## config.mk

```make
export PLATFORM = sky130hd
export DESIGN_NAME = mem_write_scoreboard
export DESIGN_NICKNAME = d
export VERILOG_FILES = /design/src/rtl/mem_write_scoreboard.sv
export SDC_FILE = /design/constraint.sdc
export NUM_CORES = 1
export LEC_CHECK = 0
export CAP_MARGIN = 20
export CELL_PAD_IN_SITES_DETAIL_PLACEMENT = 2
export CELL_PAD_IN_SITES_GLOBAL_PLACEMENT = 2
export CORE_MARGIN = 2
export CORE_UTILIZATION = 36
export CTS_BUF_LIST = sky130_fd_sc_hd__clkbuf_4 sky130_fd_sc_hd__clkbuf_8
export DETAILED_ROUTE_END_ITERATION = 10
export PLACE_DENSITY = 0.74
export SLEW_MARGIN = 25
export SYNTH_ARGS = -nofsm -noshare
export SYNTH_HDL_FRONTEND = slang
export SYNTH_SLANG_ARGS = --single-unit
```

## constraint.sdc

```tcl
create_clock -name clk -period 8.34 [get_ports clk]
set_input_delay 1.668 -clock clk [delete_from_list [all_inputs] [get_ports clk]]
set_output_delay 1.668 -clock clk [all_outputs]
set_load 0.01 [all_outputs]
```

## src/rtl/mem_write_scoreboard.sv

```systemverilog
// rtl/mem_write_scoreboard.sv - store-sequence checker for the MIPS core data-memory write bus
// Optional MWSB_STAMP_EN adds a per-entry match-time stamp RAM with stamp_idx/stamp ports.
module mem_write_scoreboard #(
  parameter int AW     = 32,
  parameter int DW     = 32,
  parameter int WE_W   = 2,
  parameter int DEPTH  = 8,
  parameter int CNT_W  = 10,
  parameter int STRICT = 0
) (
  input  logic                     clk,
  input  logic                     reset,
  input  logic                     load_en,
  input  logic [$clog2(DEPTH)-1:0] load_idx,
  input  logic [AW-1:0]            load_addr,
  input  logic [DW-1:0]            load_data,
  input  logic [$clog2(DEPTH):0]   num_expect,
  input  logic [CNT_W-1:0]         timeout_lim,
  input  logic                     start,
  input  logic [WE_W-1:0]          memwrite,
  input  logic [AW-1:0]            dataadr,
  input  logic [DW-1:0]            writedata,
  output logic                     busy,
  output logic                     done,
  output logic                     pass,
  output logic                     fail,
  output logic                     tout,
  output logic [$clog2(DEPTH):0]   match_cnt,
  output logic [CNT_W-1:0]         cycle_cnt,
  output logic [AW-1:0]            fail_addr,
  output logic [DW-1:0]            fail_data
`ifdef MWSB_STAMP_EN
  ,
  input  logic [$clog2(DEPTH)-1:0] stamp_idx,
  output logic [CNT_W-1:0]         stamp
`endif
);

  localparam int IW       = $clog2(DEPTH);
  localparam int NW       = IW + 1;
  localparam bit STRICT_B = (STRICT != 0);

  typedef enum logic [2:0] {S_IDLE, S_RUN, S_PASS, S_FAIL, S_TOUT} state_t;

  state_t            r_state;
  state_t            w_state_nxt;
  logic [NW-1:0]     r_num;
  logic [CNT_W-1:0]  r_lim;
  logic [NW-1:0]     r_match;
  logic [CNT_W-1:0]  r_cycle;
  logic [AW-1:0]     r_fail_addr;
  logic [DW-1:0]     r_fail_data;
  logic              r_busy;
  logic              r_done;
  logic              r_pass;
  logic              r_fail;
  logic              r_tout;

  // Table has no reset: its contents are only meaningful after loading in IDLE.
  logic [AW-1:0]     r_tab_addr [DEPTH];
  logic [DW-1:0]     r_tab_data [DEPTH];

  logic [IW-1:0]     w_ptr;
  logic              w_in_run;
  logic              w_store;
  logic              w_match;
  logic              w_hit;
  logic              w_miss;
  logic              w_last;
  logic              w_to;
  logic [NW-1:0]     w_num_clamp;

  assign w_ptr       = r_match[IW-1:0];
  assign w_in_run    = (r_state == S_RUN);
  assign w_store     = |memwrite;
  assign w_match     = (dataadr == r_tab_addr[w_ptr]) && (writedata == r_tab_data[w_ptr]);
  assign w_hit       = w_in_run && w_store && w_match;
  assign w_miss      = w_in_run && w_store && !w_match && STRICT_B;
  assign w_last      = ((r_match + NW'(1)) == r_num);
  assign w_to        = w_in_run && (r_lim != '0) && (r_cycle == (r_lim - CNT_W'(1)));
  assign w_num_clamp = (num_expect > NW'(DEPTH)) ? NW'(DEPTH) : num_expect;

  always_ff @(posedge clk) begin
    if (load_en && (r_state == S_IDLE)) begin
      r_tab_addr[load_idx] <= load_addr;
      r_tab_data[load_idx] <= load_data;
    end
  end

  // Terminal events outrank the timeout that may fall on the same cycle.
  always_comb begin
    w_state_nxt = r_state;
    if (start)
      w_state_nxt = (w_num_clamp == '0) ? S_PASS : S_RUN;
    else if (w_hit && w_last)
      w_state_nxt = S_PASS;
    else if (w_miss)
      w_state_nxt = S_FAIL;
    else if (w_to)
      w_state_nxt = S_TOUT;
  end

  always_ff @(posedge clk or negedge reset) begin
    if (!reset) begin
      r_state     <= S_IDLE;
      r_num       <= '0;
      r_lim       <= '0;
      r_match     <= '0;
      r_cycle     <= '0;
      r_fail_addr <= '0;
      r_fail_data <= '0;
      r_busy      <= 1'b0;
      r_done      <= 1'b0;
      r_pass      <= 1'b0;
      r_fail      <= 1'b0;
      r_tout      <= 1'b0;
    end else begin
      r_state <= w_state_nxt;
      r_busy  <= (w_state_nxt == S_RUN);
      r_done  <= (w_state_nxt == S_PASS) || (w_state_nxt == S_FAIL) || (w_state_nxt == S_TOUT);
      r_pass  <= (w_state_nxt == S_PASS);
      r_fail  <= (w_state_nxt == S_FAIL);
      r_tout  <= (w_state_nxt == S_TOUT);
      if (start) begin
        r_num       <= w_num_clamp;
        r_lim       <= timeout_lim;
        r_match     <= '0;
        r_cycle     <= '0;
        r_fail_addr <= '0;
        r_fail_data <= '0;
      end else if (w_in_run) begin
        if (r_cycle != '1)
          r_cycle <= r_cycle + CNT_W'(1);
        if (w_hit)
          r_match <= r_match + NW'(1);
        if (w_miss) begin
          r_fail_addr <= dataadr;
          r_fail_data <= writedata;
        end
      end
    end
  end

`ifdef MWSB_STAMP_EN
  logic [CNT_W-1:0] r_stamp [DEPTH];

  always_ff @(posedge clk or negedge reset) begin
    if (!reset) begin
      for (int i = 0; i < DEPTH; i++) r_stamp[i] <= '0;
    end else if (start) begin
      for (int i = 0; i < DEPTH; i++) r_stamp[i] <= '0;
    end else if (w_hit) begin
      r_stamp[w_ptr] <= r_cycle;
    end
  end

  assign stamp = r_stamp[stamp_idx];
`endif

  assign busy      = r_busy;
  assign done      = r_done;
  assign pass      = r_pass;
  assign fail      = r_fail;
  assign tout      = r_tout;
  assign match_cnt = r_match;
  assign cycle_cnt = r_cycle;
  assign fail_addr = r_fail_addr;
  assign fail_data = r_fail_data;

endmodule

```

After elaboration in Yosys (flattened, before gate mapping)

Memories as Yosys holds them, arrays and structs flattened.
Cells that the tools add are included.

Flip-flop bits (word level): 36
RAM bits: 512
Input port bits: 151
Output and inout bits: 83
Memories: 2

Memory list:

| name       | words | width | read ports | clocked after memory_dff | wr ports | RTL line | source |
|---|---|---|---|---|---|---|---|
| r_tab_addr | 8     | 32    | 1          | 0                        | 1        | 60       | `logic [AW-1:0] r_tab_addr [DEPTH];` |
| r_tab_data | 8     | 32    | 1          | 0                        | 1        | 61       | `logic [DW-1:0] r_tab_data [DEPTH];` |

Add/subtract/negate cells: 3
Magnitude comparators: 1
Equality and inequality tests: 10
Mux-type cells: 13
Reductions and logical operators: 18

Operators with widths:

| cell                                                | number |
|---|---|
| equality test 32 bit                                | 2 |
| two-way mux 10 bit                                  | 3 |
| two-way mux 4 bit                                   | 4 |
| adder 10 x 1 -> 10 bit, second input constant       | 1 |
| equality test 10 bit                                | 1 |
| != test 10 bit, second input constant               | 1 |
| nonzero test 10 bit                                 | 1 |
| subtractor 10 x 1 -> 10 bit, second input constant  | 1 |
| two-way mux 3 bit                                   | 3 |
| logical AND 1 bit                                   | 7 |
| equality test 3 x 1 -> 1 bit, second input constant | 2 |
| equality test 3 x 2 -> 1 bit, second input constant | 2 |
| nonzero test 2 bit                                  | 3 |
| adder 4 x 1 -> 4 bit, second input constant         | 1 |
| equality test 4 bit                                 | 1 |
| > comparator 4 bit, second input constant           | 1 |
| zero test 4 bit                                     | 1 |
| AND reduction 2 bit                                 | 2 |
| equality test 3 bit, second input constant          | 1 |
| zero test 3 bit                                     | 1 |
| logical OR 1 bit                                    | 2 |
| two-way mux 1 bit                                   | 2 |
| two-way mux 2 bit                                   | 1 |
| OR reduction 2 bit                                  | 1 |

Logic depth before layout (Yosys ltp)

An unclocked memory read counts as a cell.

Depth after elaboration: 10
Mapped depth: 14
Depth with buffers taken out: 11

Worst setup path before layout

Ideal clock, no wire load.

Kind: input to register
Start: input load_en
End: memory r_tab_addr[0][0], enable pin
Data arrival time: 6467 ps
Required time: 7775 ps
Setup slack: 1307 ps
Stages on the path: 3
Path buffers: 0
Cell sequence: nor4b_1 > nand2b_1 > nor3_1

Cells in the longest elaborated chain, start to end: 3

Ends and longest elaborated chain:

| item                                    | RTL line | source |
|---|---|---|
| start, declared                         | 13       | `input logic load_en,` |
| logical AND 1 bit                       | 84       | `if (load_en && (r_state == S_IDLE)) begin` |
| two-way mux 1 bit                       | 84       |  |
| two-way mux 1 bit (implied by the code) | 85       | `r_tab_addr[load_idx] <= load_addr;` |
| end, declared                           | 60       |  |

No other way between the ends.

Worst setup path after layout

Start: register r_match[0] (netlist: match_cnt[0])
End: register r_match[3] (netlist: match_cnt[3])

Cells in the longest elaborated chain, start to end: 6
Elaborated cells on any way between the ends: 12

Ends and longest elaborated chain:

| item                                               | RTL line | source |
|---|---|---|
| start, declared                                    | 49       | `logic [NW-1:0] r_match;` |
| start signal, assigned                             | 135      | `r_match <= r_match + NW'(1);` |
| memory read (8 x 32 bit), on equally long branches | -        |  |
| equality test 32 bit                               | 76       | `assign w_match = (dataadr == r_tab_addr[w_ptr]) && (writedata == r_tab_data[w_ptr]);` |
| logical AND 1 bit                                  | 76       |  |
| logical AND 1 bit                                  | 77       | `assign w_hit = w_in_run && w_store && w_match;` |
| nonzero test 2 bit (no line)                       | -        |  |
| AND reduction 2 bit (no line)                      | -        |  |

Parallel ways exist; a longest one is shown, timed or not. The select of a mux whose other input is x is not followed.
A chain may end at the register's enable or synchronous reset.

==> summary.md <==
| Metric | Value |
|---|---|
| Synth top area share | 68.3% |
| Remaining DRCs | 0 |
| Crit. End Element | flip-flop |
| HP Class | reg -> reg |
| Design area | 26,800 sq um |
| Die ar. | 64,600 sq um |
| DRT antenna net count | 0 |
| Inserted Clock Buffers | 91 |
| Die Wd | 254 um |
| Count of different cell masters after synthesis | 50 |
| Post-layout minimum cycle time | 5060 ps |
| Clock slew at reported path FFs | 60 ps |
| Worst path required time | 8900 ps |
| Deepest clock path buffer count | 3 |
| Clock skew | 32.8 ps |
| CTS-repair resized insts | 0 |
| Hold Path Cell Cnt | 1 |
| Max_cap viols | 0 |
| Mapped Area | 22,500 sq um |
| Layout cells sized above 1 | 16.9% |
| LEAKAGE | 8.38 nW |
| Starting density of the core | 36.4% |
| Clk_lat worst skew | 680 ps |
| Mapped Cells | 1,236 |
| Largest net degree at the start of global routing | 140 |
| Clock root buffer master | clkbuf_8 |
| Seq. cell area | 16,300 sq um |
| Slew Limit Headroom | 30.7% |
| GPL Wtd Cong | 0.753 |
| Min-delay src | r_num[2]$_DFFE_PN0P_ |
| Worst Path Max Fanout | 101 |
| Fin. max-slew vios | 0 |
| Reg2Reg Launch Point | match_cnt[0]$_DFFE_PN0P_ |
| Die height | 254 um |
| Ys Warns | 0 |
| CP Class | reg -> reg |
| WL per Instance | 27.1 um |
| Worst path arrival time | 5620 ps |
| Ys flop type | edfxtp_1 |
| 1st-iter DRT viols | 670 |
| Post-DP Area | 25,000 sq um |
| Post-synth ARST share | 6.57% |
| Most frequent cells in the layout | edfxtp_1 (512), clkdlybuf4s50_1 (169), mux2i_1 (149), clkbuf_8 (94), mux4_2 (72) |
| PwrDens | 211 nW/um^2 |
| Overflow after GRT | 0 |
| Area of the multi-input gates | 5760 sq um |
| VDD IR max | 112 uV |
| EDFF count, synth | 512 |
| Setup crit start kind | flip-flop |
| Fillers | 5,784 |
| Endpoint, Worst Hold | r_num[2]$_DFFE_PN0P_ |
| Clk sink count | 548 |
| Top cell type by total area after synthesis | edfxtp_1 |
| CTS tree | built |
| 1st-pass router iterations | 4 |
| Setup Buffers After CTS | 0 |
| Seq cells post-synth | 548 |
| IO Pins | 234 |
| Area Growth Syn to Fin | 19.2% |
| Status | completed |
| Crit Reg-Reg Endpoint | match_cnt[3]$_DFFE_PN0P_ |
| Post-Route WL | 64.5 mm |
| NumNets Final | 1,625 |
| Via count | 12,200 |
| Via density | 5.13 |
| Endpoints failing setup | 0 |
| H-tree depth | 3 |
| Setup TNS | 0 ps |
| Core ar. | 61,800 sq um |
| FP Rows | 91 |
| Worst r2r path cells | 9 |
| Total Routing Usage GR | 20.0% |
| Final hold viol count | 0 |
| Commonest non-fill, non-tap cell in the layout | edfxtp_1 |
| First-pass GRT wire length | 93.5 mm |
| # hold bufs at CTS | 0 |
| Final period util | 60.7% |
| Synth area leaders | edfxtp_1 (68%), mux4_2 (7.2%), mux2i_1 (6.6%) |
| Flop-to-flop setup slack | 3280 ps |
| DP HPWL | 39.3 mm |
| Seq/Total Area, Yosys | 72.3% |
| RSZ-0062 raised after global routing | false |
| Measured slew at the worst slew-check pin | 1040 ps |
| Vias in the first global route | 13,800 |
| FMAX | 198 MHz |
| Initial antenna violation count | 8 |
| Port Buffers | 169 |
| Avg Synthesized Cell Area | 18.2 sq um |
## report_power, final
part	leakage (nW)	internal, mW	switching, mW
Combinational	2.37	0.100	0.119
Sequential	5.06	3.02	0.0164
Clock	0.945	1.29	1.11
## Yosys cell counts (4+ instances only)
library cell / instances
xor2_1: 29
nand3_1: 11
buf_6: 4
mux2_2: 9
nor2b_1: 5
a22o_1: 16
nor3_1: 10
a22oi_1: 34
nand2b_1: 5
buf_2: 18
nand4_1: 10
inv_1: 8
mux2i_1: 149
ha_1: 4
a21oi_1: 11
o21ai_0: 17
or3_1: 7
buf_4: 69
a221oi_1: 8
clkbuf_1: 21
buf_1: 4
nor2_1: 31
dfrtp_1: 36
or4_1: 8
nand2_1: 39
mux4_2: 72
xnor2_1: 51
nor4_1: 6
edfxtp_1: 512
## stage by stage
step / hold slack (ps) / setup WS [ps] / instances / utilization (%) / power, mW
floorplan: 474 / 1310 / 1299 / - / 3.18
global placement: 497 / 3350 / 2214 / 40.5 / 3.30
detailed placement: 513 / 3150 / 2214 / 40.5 / 3.31
CTS: 525 / 3150 / 2378 / 43.4 / 5.73
global route: 544 / 2980 / 2380 / 43.4 / 5.84
finish: 517 / 3280 / 2381 / 43.4 / 5.66
## worst max-delay path by stage
stage | end | start | cells after the start
2_1_floorplan | r_tab_addr[0][0]$_DFFE_PP_ | load_en | 3
3_3_place_gp | match_cnt[2]$_DFFE_PN0P_ | match_cnt[0]$_DFFE_PN0P_ | 9
3_5_place_dp | r_tab_addr[3][8]$_DFFE_PP_ | load_en | 5
4_1_cts | match_cnt[3]$_DFFE_PN0P_ | match_cnt[0]$_DFFE_PN0P_ | 9
5_1_grt | match_cnt[3]$_DFFE_PN0P_ | match_cnt[0]$_DFFE_PN0P_ | 9
6_report | match_cnt[3]$_DFFE_PN0P_ | match_cnt[0]$_DFFE_PN0P_ | 9
## metal layers
metal	track usage, %	up-vias	wire (um)
met5	0	-	65
li1	-	5259	-
met3	4.88	128	3480
met2	34.4	362	32800
met4	9.58	10	2630
met1	23.7	6448	25600
## flip-flops by register name (all words and copies together) (netlist names), 3 cells and up
signal,cells
r_tab_data,256
r_tab_addr,256
r_num,4
r_lim,10
match_cnt,4
cycle_cnt,10
r_state,3
## final cells by class
class	instances	area share, %
flip-flops and latches	548	60.7
multi-input cells	627	21.5
repair buffers	194	7.10
clock buffers	121	5.58
well taps	837	3.90
clock inverters	43	1.13
inverters	8	0.112
diodes	3	0.0280
## kinds of logic (layout without fill, tap and decap cells)
group	count (synthesis)	count (layout)	synth area share, %
adder cells (fa/ha/maj)	4	4	0.222
multiplexers	230	230	14.3
AND/OR/NAND/NOR	143	143	3.25
other	1	67	0.0167
buffers and inverters	124	366	3.45
flip-flops	548	548	72.3
XOR/XNOR	80	80	3.11
AO/OA/AOI/OAI	106	106	3.40
## worst max-delay path, stage by stage, from the launching register on
cell and delay, ps:
dfrtp_4 820, buf_12 700, mux4_2 600, mux2i_1 220
xnor2_1 90, nor4_1 860, nand4_1 400, or4_4 660
or3_1 350, a21oi_1 200
Note: power is estimated with default switching activity, not from simulation.
